===== src/rtl/seq_detector_param.sv =====
// ---------------------------------------------------------------------------
// seq_detector_param
// Parametrised Moore serial-pattern detector. One serial bit is consumed on
// every clock edge with en_i=1. Match progress is tracked as a state index
// 0..PAT_W. The transitions come from a KMP automaton table that is built
// once at elaboration, so no pattern storage exists at runtime.
//
// Every output comes straight from a flop. y_o and st_literal_o are
// registered from the next-state value, so they change on the same edge as
// the state. No combinational path runs from x_i/en_i to any output.
// ---------------------------------------------------------------------------
module seq_detector_param #(
    parameter int               PAT_W   = 4,
    parameter logic [PAT_W-1:0] PATTERN = 4'b1100,
    parameter bit               OVERLAP = 1'b1,
    parameter int               CNT_W   = 8
) (
    input  logic             clk_i,
    input  logic             rst_ni,
    input  logic             en_i,
    input  logic             x_i,
    input  logic             clr_i,
    output logic             y_o,
    output logic [3:0]       prog_o,
    output logic [CNT_W-1:0] match_cnt_o,
    output logic [7:0]       st_literal_o
);

    // -----------------------------------------------------------------------
    // Elaboration-time transition table.
    // Entry (k, b) is 4 bits wide and sits at bit offset (k*2 + b)*4.
    // Its value is the longest prefix of the pattern (length <= PAT_W) that
    // is a suffix of (first k pattern bits followed by b).
    // - On a match this naturally yields k+1.
    // - From the full state it yields the overlapping KMP fallback.
    // Rows for indices above PAT_W stay zero. A corrupted state index
    // therefore falls back to S0 on the next enabled edge.
    // -----------------------------------------------------------------------
    function automatic logic [127:0] build_next_table();
        logic [127:0] tbl;
        logic [16:0]  p17;
        logic [16:0]  s_val;
        logic [16:0]  mask;
        logic [16:0]  pre;
        logic [16:0]  suf;
        int           len;
        int           best;
        tbl = 128'd0;
        p17 = 17'(PATTERN);
        for (int k = 0; k <= PAT_W; k++) begin
            for (int b = 0; b < 2; b++) begin
                // received string as a number, newest bit in the LSB
                s_val = ((p17 >> (PAT_W - k)) << 1) | 17'(b);
                len   = k + 1;
                best  = 0;
                for (int j = 1; j <= PAT_W; j++) begin
                    if (j <= len) begin
                        mask = (17'd1 << j) - 17'd1;
                        pre  = p17 >> (PAT_W - j);
                        suf  = s_val & mask;
                        if (pre == suf) begin
                            best = j;
                        end
                    end
                end
                tbl = tbl | (128'(best) << ((k * 2 + b) * 4));
            end
        end
        // Non-overlapping search: the full state behaves like S0.
        if (!OVERLAP) begin
            tbl = (tbl & ~(128'hFF << (PAT_W * 8)))
                | ((tbl & 128'hFF) << (PAT_W * 8));
        end
        return tbl;
    endfunction

    // Active-low common-anode hex glyph, segments {g,f,e,d,c,b,a}.
    function automatic logic [6:0] hex_glyph(input logic [3:0] v);
        logic [6:0] g;
        case (v)
            4'h0:    g = 7'h40;
            4'h1:    g = 7'h79;
            4'h2:    g = 7'h24;
            4'h3:    g = 7'h30;
            4'h4:    g = 7'h19;
            4'h5:    g = 7'h12;
            4'h6:    g = 7'h02;
            4'h7:    g = 7'h78;
            4'h8:    g = 7'h00;
            4'h9:    g = 7'h10;
            4'hA:    g = 7'h08;
            4'hB:    g = 7'h03;
            4'hC:    g = 7'h46;
            4'hD:    g = 7'h21;
            4'hE:    g = 7'h06;
            4'hF:    g = 7'h0E;
            default: g = 7'h7F;
        endcase
        return g;
    endfunction

    localparam logic [3:0]       S0        = 4'd0;
    localparam logic [3:0]       S_FULL    = 4'(PAT_W);
    localparam logic [127:0]     NXT_TBL   = build_next_table();
    localparam logic [CNT_W-1:0] CNT_MAX   = {CNT_W{1'b1}};
    localparam logic [7:0]       LIT_RESET = 8'hC0;

    logic [3:0]       state_q;
    logic [3:0]       state_d;
    logic [CNT_W-1:0] cnt_q;
    logic [CNT_W-1:0] cnt_d;
    logic             y_q;
    logic             y_d;
    logic [7:0]       lit_q;
    logic [7:0]       lit_d;
    logic [6:0]       tbl_idx_s;

    // Next state and match counter: clr has priority over en, en=0 holds.
    always_comb begin
        tbl_idx_s = {state_q, x_i, 2'b00};
        state_d   = state_q;
        cnt_d     = cnt_q;
        if (clr_i) begin
            state_d = S0;
            cnt_d   = {CNT_W{1'b0}};
        end else if (en_i) begin
            state_d = NXT_TBL[tbl_idx_s +: 4];
            if ((state_d == S_FULL) && (cnt_q != CNT_MAX)) begin
                cnt_d = cnt_q + CNT_W'(1);
            end else begin
                cnt_d = cnt_q;
            end
        end else begin
            state_d = state_q;
            cnt_d   = cnt_q;
        end
    end

    // Output decode of the next state, captured so outputs leave flops directly.
    always_comb begin
        y_d   = (state_d == S_FULL);
        lit_d = {~y_d, hex_glyph(state_d)};
    end

    // State and counter registers with asynchronous active-low reset.
    always_ff @(posedge clk_i or negedge rst_ni) begin
        if (!rst_ni) begin
            state_q <= S0;
            cnt_q   <= {CNT_W{1'b0}};
        end else begin
            state_q <= state_d;
            cnt_q   <= cnt_d;
        end
    end

    // Registered match flag and display literal, updated in step with the state.
    always_ff @(posedge clk_i or negedge rst_ni) begin
        if (!rst_ni) begin
            y_q   <= 1'b0;
            lit_q <= LIT_RESET;
        end else begin
            y_q   <= y_d;
            lit_q <= lit_d;
        end
    end

    assign y_o          = y_q;
    assign prog_o       = state_q;
    assign match_cnt_o  = cnt_q;
    assign st_literal_o = lit_q;

endmodule


===== config.mk =====
export PLATFORM = sky130hd
export DESIGN_NAME = seq_detector_param
export DESIGN_NICKNAME = d
export VERILOG_FILES = /design/src/rtl/seq_detector_param.sv
export SDC_FILE = /design/constraint.sdc
export NUM_CORES = 1
export LEC_CHECK = 0
export CELL_PAD_IN_SITES_DETAIL_PLACEMENT = 2
export CELL_PAD_IN_SITES_GLOBAL_PLACEMENT = 2
export CORE_UTILIZATION = 33
export CTS_CLUSTER_DIAMETER = 150
export CTS_CLUSTER_SIZE = 14
export DETAILED_ROUTE_END_ITERATION = 16
export GPL_ROUTABILITY_DRIVEN = 0
export GPL_TIMING_DRIVEN = 0
export PLACE_DENSITY_LB_ADDON = 0.3
export SYNTH_ARGS = -nofsm -noshare
export SYNTH_HDL_FRONTEND = slang
export SYNTH_SLANG_ARGS = --single-unit

===== constraint.sdc =====
create_clock -name clk_i -period 4.7 [get_ports clk_i]
set_input_delay 1.175 -clock clk_i [delete_from_list [all_inputs] [get_ports clk_i]]
set_output_delay 1.175 -clock clk_i [all_outputs]
set_load 0.01 [all_outputs]

Word-level counts from Yosys, hierarchy flattened
Memories as Yosys holds them, arrays and structs flattened. A register that Yosys moved wholly into a read port is not among the register bits. Cells that the tools add are included.

Memories kept: 1. Output and inout bits: 21. Memory bits (writable): 0. Word-level logic and storage cells: 21. Register bits after elaboration: 21. ROM bits: 112. Bits of input ports: 5. Bits in latches: 0.

Memories: (name not given) (depth 16, bits a word 7, read ports 1, clocked after Yosys merged registers in 1, write ports 0, line 80) `case (v)`.

Order comparisons: 0. Muxes and demuxes: 5. Shifts and indexed selects: 1. Multipliers: 0. Reductions and logical operators: 5. $add $sub $neg: 1. Bitwise logic cells: 1. Div/mod/pow operators: 0. Eq/ne operators: 3.

Operators by type and width (number): 128-bit by 8-bit indexed part select with 4-bit output, first input constant (1); 8-bit 2-to-1 mux (3); 8-bit by 1-bit adder with 8-bit output, second input constant (1); 4-bit by 3-bit == test with 1-bit output, second input constant (2); 4-bit 2-to-1 mux (2); 8-bit inequality test, second input constant (1); 2-bit nonzero test (2); 2-bit AND reduction (1); 1-bit logical AND (1); 1-bit logical NOT (1); 1-bit inverter (1).

Longest topological paths before layout
Gate-level depths: netlist of the first run.

Depth in word-level cells: 6. Gate-level depth with buffers: 11. Depth with buffers taken out: 11.

Worst setup path after synthesis of the first run
Ideal clock, no wire load.

Path type: input port to flip-flop. Start point: in x_i. End point: reg lit_q[4] (netlist: st_literal_o[4]). Path buffers: 0. Setup time: 101 ps. Required time: 4599 ps. Arrival: 2708 ps. Cell stages on the path: 11. Path slack: 1891 ps. Path through: inv_1 -> ha_1 -> nand3b_1 -> and3_2 -> or2_2 -> inv_1 -> ha_1 -> nand2_1 -> o21ai_0 -> mux2i_1 -> o32ai_1.

Word-level cells in the longest chain between the ends: 3.

RTL lines: start, declared (line 21) `input logic x_i,`; 128-bit by 8-bit indexed part select with 4-bit output (line 127) `state_d = NXT_TBL[tbl_idx_s +: 4];`; 4-bit 2-to-1 mux (line 126) `end else if (en_i) begin`; 4-bit 2-to-1 mux (line 123) `if (clr_i) begin`; named net state_d[0] (line 109) `logic [3:0] state_d;`; end, declared (line 114) `logic [7:0] lit_q;`.

The timed path passes the listed nets, and every way through them passes these cells. A chain may end at the register's enable or synchronous reset.

Worst setup path in the final report of the first run
Same ends and word-level chain as after synthesis.

==> metrics.txt, run 1 <==
peak supply drop between 0.15 and 0.2 mV; Skew-Pair Late Insertion Delay 0.26 ns; post-synthesis sequential area ratio 0.428; via count between 1000 and 1500; Required @ worst endpoint 4.86 ns; critical path arrival ~3.5 ns; Die Y approximately 63 um; Yosys top cell area share 0.385; CTS Hold Bufs 0; Critical Path Max Stage Delay slightly above 0.5 ns; synth-to-layout area growth 27.9%; crit path capture type register; Reg2Reg Depth 7; RSZ-0062 raised after global routing no; max cap viols 0; period utilization 0.719; Worst Clk Skew ~0.0050 ns; DR iter-0 viols 37; Async S/R FF share, synth 1.00; Layout Nets around 170; crit path kind in -> reg; postcts setup bufs 0; worst r2r src prog_o[0]$_DFF_PN0_; commonest non-fill, non-tap cell in the layout clkdlybuf4s50_1; largest net degree at the start of global routing 22; cell count after synthesis 123; antenna violations before repair 0; Primary FF master, synth dfrtp_1; Min Clock Period, post-route approximately 3.4 ns; Core Region approximately 0.0035 sq mm; Avg Inst Size Synth roughly 10 sq um; Initial Util 0.356; slowest CP cell clkdlybuf4s50_1; M3 GR Usage 0.0453; Setup crit end st_literal_o[4]$_DFF_PN0_; Ant. Diodes 0; worst-path cell chain clkdlybuf4s50_1 > inv_1 > ha_1 > nand3b_1 > and3_2 > or2_2 > inv_1 > ha_1 > nand2_1 > o21ai_0 > mux2i_1 > o32ai_1; Fin. Hold Viols 0; R2R setup slack ~2.3 ns; footprint of the multi-input gates between 600 and 700 sq um; Highest Clock Rate roughly 300 MHz; vias in the first global route around 1300; Crit Path Max Fanout 6; capturing point of the worst reg2reg path st_literal_o[0]$_DFF_PN0_; startpoint class of the critical path input port; hpwl dp 2860 um; status finished clean; setup TNS 0 ns; Avg WL per Cell around 19 um; # IOs 26; dpl ws between 1 and 1.5 ns; Post-synth EDFFs 0; CTS buffer count 3; share of layout cells above drive strength 1 0.113; GRT Util Overall 0.216; htree depth 1; CTS clk-pin slew, worst paths roughly 0.080 ns; CTS tree yes; DRC viols 0; Setup-failing EPs final 0; met2 usage 0.426; die area around 0.0040 sq mm; Yosys reg bits 21; met1 Usage GRT 0.236; 1st-pass router iterations 3; most frequent cells in the layout clkdlybuf4s50_1 (24), dfrtp_1 (19), nand2_1 (12); Filler cells ~380; Via density between 5 and 6; Final Util 0.455; # clock sinks 21; clock root cell clkbuf_8; Cell Pwr Density between 200 and 250 mW/mm^2; Max-slew headroom 0.337; post-CTS sizing 0; Synthesized Nets ~140; DRT Wirelength 3770 um; largest cells by area after synthesis dfrtp_1 (39%), ha_1 (10%), o31ai_1 (4.9%); Distinct cells, synth 38; mapped cell area roughly 0.0012 sq mm; Hold Crit Class reg -> reg; die width 63.1 um; Ys Warns 0; global-route wire length before repair roughly 6600 um; max-slew violation count 0; Yosys top cell by area dfrtp_1; total grt overflow 0; std cell rows 21; crit path from x_i; global routing's busiest layer met2; Post-DRT Antenna Nets 0; leakage 0.699 nW; Clock Tree Buf Depth 2; Port Buf Inserts 24; worst setup margin about 1.3 ns; FF/Latch Area roughly 530 sq um; Worst Max-Slew Pin Slew 0.991 ns
worst min-delay path by stage:
stage,startpoint,to,slack [ns],cells past startpoint
after global routing,match_cnt_o[7]$_DFFE_PN0P_,match_cnt_o[7]$_DFFE_PN0P_,0.63,2
after global placement,match_cnt_o[6]$_DFFE_PN0P_,match_cnt_o[6]$_DFFE_PN0P_,0.56,2
after detailed placement,match_cnt_o[7]$_DFFE_PN0P_,match_cnt_o[7]$_DFFE_PN0P_,0.58,2
after CTS,match_cnt_o[7]$_DFFE_PN0P_,match_cnt_o[7]$_DFFE_PN0P_,0.59,2
final,match_cnt_o[7]$_DFFE_PN0P_,match_cnt_o[7]$_DFFE_PN0P_,0.60,2
after floorplan,match_cnt_o[6]$_DFFE_PN0P_,match_cnt_o[6]$_DFFE_PN0P_,0.58,2
routing by layer:
metal | share of wire | wire [um]
met1 | 0.40 | 1520
met2 | 0.57 | 2160
met3 | 0.020 | 75
met4 | 0.0045 | 17
met5 | 0 | 0
power by group:
group          internal [mW]  switching [mW]  leakage (nW)
combinational         0.0202          0.0279         0.392
clock                 0.0591          0.0618        0.0255
sequential             0.185         0.00281         0.282
total                  0.264          0.0925         0.699
cell type report:
| cell class | count | share of cell area |
|---|---|---|
| flip-flops and latches | 21 | 0.335 |
| multi-input cells | 88 | 0.400 |
| repair buffers | 24 | 0.152 |
| clock buffers | 3 | 0.0262 |
| inverters | 8 | 0.0190 |
| plain buffers | 6 | 0.0278 |
| well taps | 46 | 0.0365 |
| clock inverters | 1 | 0.00317 |
flip-flops by register name (all words and copies together) (netlist names):
register / count
y_o: 1
match_cnt_o: 8
prog_o: 4
st_literal_o: 8
cells in the mapped netlist (2+ instances only):
master   instances
dfrtp_1         19
nand2_1         12
a21oi_1         10
ha_1            10
o31ai_1          8
inv_1            7
or4_1            6
nand3_1          4
nor2_1           4
and3_1           3
mux2i_1          3
nand4_1          3
buf_2            2
buf_6            2
dfstp_2          2
nor2b_1          2
o21ai_0          2
o22ai_1          2
o32ai_1          2
or2_2            2
through the flow:
stage | instances | area (sq um) | hold WS [ns] | power, mW
4_1_cts | 197 | 1580 | 0.592 | 0.362
5_1_grt | 197 | 1580 | 0.626 | 0.373
3_3_place_gp | 193 | 1530 | 0.562 | 0.237
3_5_place_dp | 193 | 1530 | 0.582 | 0.240
2_1_floorplan | 123 | 1230 | 0.585 | 0.215
6_report | 197 | 1580 | 0.596 | 0.357
worst max-delay path: cells and delay by family:
| family | cells | cell delay, ns |
|---|---|---|
| fa+ha+maj | 2 | 0.57 |
| buf+inv | 3 | 0.69 |
| mux | 1 | 0.09 |
| simple gates | 4 | 0.75 |
| compound gates | 2 | 0.26 |
cell families after synthesis:
| logic type | synth area share |
|---|---|
| AND/OR/NAND/NOR | 0.201 |
| AO/OA/AOI/OAI | 0.186 |
| flip-flops | 0.428 |
| buffers and inverters | 0.0598 |
| adder cells (fa/ha/maj) | 0.101 |
| multiplexers | 0.0243 |
Power figures use the tool's default switching activity.
==> run 2: changes to the inputs <==
- CORE_UTILIZATION: 33 -> 28
- clock period: 4.7 -> 2.7 ns (I/O delays scaled with it)
==> run 2 against run 1 <==
  * Critical path depth shrank 5
  * Sequential cell count unchanged
  * Final cell count grew 2.0%
  * Clock power rose by 80%
  * Largest power group unchanged
  * First-iteration DRC count down 35%
  * Highest routed layer unchanged
  * Register-to-register slack worse by 1.8 ns
  * Clock skew about the same
  * Die area rose by 17%
  * Global-route usage is 2.9 points lower
==> metrics.txt, run 2 (synthesis gave the netlist of run 1 again) <==
footprint of the multi-input gates approximately 670 sq um; antenna violations before repair 0; global-route wire length before repair between 6000 and 7000 um; DRT Wirelength approximately 3600 um; CTS buffer count 3; CTS Hold Bufs 0; Metal-1 WL ~1600 um; crit path from clr_i; 1st-pass router iterations 4; FF/Latch Area roughly 530 sq um; CTS clk-pin slew, worst paths approximately 0.08 ns; CTS tree yes; crit path capture type register; Min Clock Period, post-route roughly 2.3 ns; # clock sinks 21; RSZ-0062 raised after global routing no; Filler cells around 440; Initial Util 0.300; Port Buf Inserts 24; setup TNS 0 ns; Hold Crit Class reg -> reg; max cap viols 0; Worst Max-Slew Pin Slew roughly 1 ns; Clock Tree Buf Depth 2; Required @ worst endpoint 2.86 ns; synth-to-layout area growth 32.0%; Max-slew headroom 0.321; commonest non-fill, non-tap cell in the layout clkdlybuf4s50_1; met3 wire length around 96 um; Core Region around 0.004 sq mm; clock root cell clkbuf_8; R2R setup slack 0.52 ns; Highest Clock Rate roughly 430 MHz; critical path arrival about 2.5 ns; DR iter-0 viols 24; worst setup margin 0.359 ns; # IOs 26; DRC viols 0; hpwl dp approximately 2800 um; Worst Hold Depth 2; Die Y 68.4 um; total grt overflow 0; Avg WL per Cell roughly 18 um; Setup crit end st_literal_o[1]$_DFF_PN0_; vias in the first global route about 1200; die area roughly 0.0047 sq mm; via count around 1100; Layout Nets about 170; Reg2Reg Depth 10; htree depth 1; Setup-failing EPs final 0; worst r2r src prog_o[0]$_DFF_PN0_; crit path kind in -> reg; GRT Util Overall 0.187; share of layout cells above drive strength 1 0.152; Fin. Hold Viols 0; met2 WL between 1500 and 2000 um; capturing point of the worst reg2reg path st_literal_o[4]$_DFF_PN0_; peak supply drop between 0.15 and 0.2 mV; leakage 0.709 nW; most frequent cells in the layout clkdlybuf4s50_1 (23), dfrtp_1 (19), nand2_1 (12); max-slew violation count 0; Crit Path Max Fanout 10; Post-DRT Antenna Nets 0; period utilization 0.867; Worst Clk Skew about 0.0046 ns; Cell Pwr Density 391 mW/mm^2; std cell rows 23; startpoint class of the critical path input port; largest net degree at the start of global routing 22; Skew-Pair Late Insertion Delay 0.27 ns; postcts setup bufs 0; Via density 5.39; die width about 68 um; Ant. Diodes 0; top sig layer met4; status finished clean; dpl ws -0.450 ns
-- run 2: how the worst min path moves through the flow --
stage	startpoint	to
2_1_floorplan	rst_ni	match_cnt_o[0]$_DFFE_PN0P_
3_3_place_gp	match_cnt_o[7]$_DFFE_PN0P_	match_cnt_o[7]$_DFFE_PN0P_
3_5_place_dp	match_cnt_o[7]$_DFFE_PN0P_	match_cnt_o[7]$_DFFE_PN0P_
4_1_cts	match_cnt_o[7]$_DFFE_PN0P_	match_cnt_o[7]$_DFFE_PN0P_
5_1_grt	match_cnt_o[7]$_DFFE_PN0P_	match_cnt_o[7]$_DFFE_PN0P_
6_report	match_cnt_o[7]$_DFFE_PN0P_	match_cnt_o[7]$_DFFE_PN0P_
-- run 2: per-layer routing --
layer / global-route usage / up-vias
met5: 0 / -
met4: 0.0625 / 0
met3: 0.0317 / 5
met2: 0.342 / 16
met1: 0.218 / 554
li1: - / 509
-- run 2: area by class of cell --
type / count / share of cell area
Timing Repair Buffer: 24 / 0.149
Multi-Input combinational cell: 88 / 0.413
Clock buffer: 3 / 0.0253
Tap cell: 50 / 0.0384
Buffer: 6 / 0.0269
Sequential cell: 21 / 0.324
Inverter: 8 / 0.0200
Clock inverter: 1 / 0.00307
-- run 2: power by group --
part | leakage [nW] | internal (mW) | total (mW) | switching [mW]
registers | 0.282 | 0.322 | 0.328 | 0.00559
logic | 0.402 | 0.0401 | 0.0912 | 0.0511
clock network | 0.0255 | 0.103 | 0.218 | 0.115
total | 0.709 | 0.465 | 0.636 | 0.171
-- run 2: worst max-delay path, cell delays in order --
cell,delay [ns]
clkdlybuf4s50_1,0.47
buf_2,0.26
nor3b_1,0.08
a41oi_1,0.41
buf_4,0.27
o32ai_1,0.11
a22o_1,0.21
-- run 2: through the flow --
step | util | area (sq um) | hold slack [ns] | power [mW] | std cells
floorplan | - | 1230 | 0.379 | 0.375 | 123
global placement | 0.373 | 1540 | 0.560 | 0.413 | 197
detailed placement | 0.373 | 1540 | 0.578 | 0.418 | 197
CTS | 0.389 | 1600 | 0.592 | 0.643 | 201
global route | 0.396 | 1630 | 0.644 | 0.669 | 201
finish | 0.396 | 1630 | 0.586 | 0.636 | 201
-- run 2: what timing repair did --
| action | CTS | global route |
|---|---|---|
| pin swaps | 0 | 2 |
| hold endpoints to repair | 0 | 0 |
| setup endpoints to repair | 5 | 11 |
| gates resized for setup | 6 | 5 |
==> variant 1 (config.mk and constraints of run 2) <==
Reset style: synchronous (`rst_ni`), changed in 2 clocked blocks. Comments in the files are not updated.
--- a/src/rtl/seq_detector_param.sv
+++ b/src/rtl/seq_detector_param.sv
@@ -144,5 +144,5 @@
 
     // State and counter registers with asynchronous active-low reset.
-    always_ff @(posedge clk_i or negedge rst_ni) begin
+    always_ff @(posedge clk_i) begin
         if (!rst_ni) begin
             state_q <= S0;
@@ -155,5 +155,5 @@
 
     // Registered match flag and display literal, updated in step with the state.
-    always_ff @(posedge clk_i or negedge rst_ni) begin
+    always_ff @(posedge clk_i) begin
         if (!rst_ni) begin
             y_q   <= 1'b0;
Check against the original RTL: differs if rst_ni is asserted again (counterexample within 4 cycles, from zero or initial values and one cycle with rst_ni low); with rst_ni held inactive, the same outputs for 10 cycles.
==> variant 1 against run 2 <==
- worst setup slack worse by 0.27 ns
- clock skew increased by 0.0049 ns
- critical path type unchanged
- sequential share of layout area is 7.0 points lower
- worst hold slack got worse by 0.076 ns
- count of clock-buffer cells in the layout stayed put
- sequential cell count unchanged
- area after synthesis unchanged
- power decreased by 7.5%
- design area rose by 1.6%
- routed wire length up 12%
==> variant 1: results <==
power_and_ir_drop:
  p_leak_uw: 0.000580
  vdd_drop_max_mv: 0.212
yosys:
  yosys-top-cells-count: "dfxtp_1, a21oi_1, nand3_1, ha_1, inv_1"
  synthDistinctLibCells: 39
  synth_compound_area_share_pct: 20.6
  syn_avg_cell_area_um2: 8.45
  synth_seq_area_share_pct: 34.1
  ys_async_sr_fraction_pct: 0
cells_and_area:
  sh_seq_area_pct: 25.4
  multi_input_area_um2: 778
  clock_area_share_pct: 2.80
  multi_input_gates: 108
  inverters: 10
  nets: 195
  final-nonclk-buf-share_pct: 18.7
cts:
  cts.repair.resized: 9
  cts_setup_buffers: 4
routing:
  routed_wl_um: 4100
  routed-via-count: 1265
  avgViaCountPerCell: 5.52
hold_path:
  min_from: "match_cnt_o[5]$_SDFFE_PP0P_"
critical_path:
  critical_path_arrival_ns: 2.77
  endpoint: "st_literal_o[3]$_SDFF_PN0_"
  timing.critical_path.from: "en_i"
  cp_max_fo: 4
  r2r_start: "prog_o[3]$_SDFF_PN0_"
sta:
  finClkSkew_ns: 0.00945
  holdWs_ns: 0.510
  finalCritPeriodShare_pct: 96.7
place:
  pre_cts_ws_ns: -0.757
  dp_hpwl_um: 2960
run_status:
  status: "complete, no violations"
variant 1: cell count changes in the layout (fill, tap and decap cells not counted), moves of 4 or more:
cell / delta
nand3_1: +7
nand2_1: -4
nor3_1: +4
dfrtp_1: -19
buf_4: +4
o21a_1: +4
dfxtp_1: +21
o21ai_0: +4
o31ai_1: -6
variant 1: worst max-delay path, stage by stage:
cell	delay (ns)
dlygate4sd2_1	0.24
or3b_4	0.40
or3b_4	0.41
a21oi_4	0.19
inv_2	0.09
ha_4	0.28
nand2_1	0.05
or3_1	0.32
o311a_1	0.11
variant 1: power breakdown:
part           total [uW]  internal, uW  switching [uW]
registers             314           312            1.71
clock network         217           103             114
logic                58.0          25.0            33.0
variant 1: routing by layer:
| metal | share of wire [%] | vias up | GRT usage (%) |
|---|---|---|---|
| li1 | - | 604 | - |
| met1 | 41 | 641 | 20.9 |
| met2 | 56 | 18 | 37.5 |
| met3 | 2.4 | 2 | 4.00 |
| met4 | 0.61 | 0 | 4.43 |
| met5 | 0 | - | 0 |
==> variant 2 (config.mk and constraints of run 2) <==
Without the edit above. `PAT_W`: 4 -> 5.
--- a/src/rtl/seq_detector_param.sv
+++ b/src/rtl/seq_detector_param.sv
@@ -11,5 +11,5 @@
 // ---------------------------------------------------------------------------
 module seq_detector_param #(
-    parameter int               PAT_W   = 4,
+    parameter int               PAT_W   = 5,
     parameter logic [PAT_W-1:0] PATTERN = 4'b1100,
     parameter bit               OVERLAP = 1'b1,
Check against the original RTL: not equivalent (Yosys sat finds a counterexample within 4 cycles, from zero or initial values and one cycle with rst_ni low).
==> variant 2 against run 2 <==
- area after synthesis shrank 6.9%
- sequential cell count is the same
- worst setup slack lost 0.25 ns
- via count shrank 9.3%
- design area shrank 4.4%
- clock power shrank 8%
- power shrank 7.0%
- routed wire length shrank 14%
- synthesized cell count shrank 7.3%
- clock skew shrank 0.0014 ns
- combinational power shrank 27%
- largest power group unchanged
==> variant 2: results <==
sta:
  finClkSkew_ns: 0.00315
  holdWs_ns: 0.599
  worst_slack_ns: 0.110
  tightest_slew_ns: 0.956
yosys:
  ys_async_sr_fraction_pct: 100
  syn_inst: 114
  synth_fp_nets: 126
  yosys-top-cells-count: "dfrtp_1, nor2_1, nand2_1, xnor2_1, ha_1"
  synth_area_leaders: "dfrtp_1, ha_1, xnor2_1"
  synth_seq_area_share_pct: 46.0
critical_path:
  crit_path_max_incr_delay_ns: 0.54
  cp_max_fo: 4
  r2r_start: "prog_o[3]$_DFF_PN0_"
  r2r_cells: 9
  timing.critical_path.from: "x_i"
  endpoint: "st_literal_o[3]$_DFF_PN0_"
  critPathTopFamily: "simple AND/OR/NAND/NOR gates"
  critical_path_arrival_ns: 2.77
global_route:
  grt_pass1_wl_um: 5480
  grt_pass1_vias: 1104
  grt_usage_pct: 16.4
hold_path:
  min_from: "match_cnt_o[4]$_DFFE_PN0P_"
  holdPathEnd: "match_cnt_o[4]$_DFFE_PN0P_"
power_and_ir_drop:
  p_seq_share_pct: 54.7
  p_switching_uw: 137
  vdd_drop_max_mv: 0.278
  pwr_density_cell_mw_per_mm2: 380
  clock_net_power_uw: 201
  p_leak_uw: 0.000654
routing:
  routed_wl_um: 3140
  avgViaCountPerCell: 5.07
  drt_iter0_markers: 31
cells_and_area:
  drive_above_1_share_pct: 16.4
  nets: 159
  fin_cells: 194
cts:
  clk_latency_ns: 0.25
  cts_setup_buffers: 3
place:
  io_buffers: 25
  dp_hpwl_um: 2340
  pre_cts_ws_ns: -0.656
  placedInstanceArea_mm2: 0.00146
floorplan:
  coreArea_mm2: 0.00380
run_status:
  status: "complete, no violations"
## variant 2: metal layers
metal	routed length, um	track usage, %
met4	0	1.60
met5	0	0
met2	1710	31.0
met3	70	2.07
met1	1360	20.4
## variant 2: cells by family (layout without fill, tap and decap cells)
logic type                 after synthesis  count (layout)  synth area share, %
AOI/OAI and AO/OA                       18              18                 11.4
adders and majority gates                7               7                 7.62
DFF                                     21              21                 46.0
buffers and inverters                   11              43                 4.25
and+or+nand+nor                         48              48                 23.7
xor gates and xnor gates                 8               8                 6.10
muxes                                    1               1                0.871
## variant 2: worst reg2reg max path: cells and delay by family (launching register included)
kind / cells / cell delay [ns]
compound gates: 2 / 0.26
fa+ha+maj: 1 / 0.29
buf+inv: 1 / 0.08
flops: 1 / 0.45
simple gates: 5 / 1.04
## variant 2: cell type report
type / count / area, um^2
buffer: 3 / 20.0
clock buffer: 4 / 45.0
fill: 415 / 2240
inverter: 8 / 30.0
multi-input combinational: 82 / 599
sequential: 21 / 528
tap: 48 / 60.1
timing repair buffer: 28 / 275
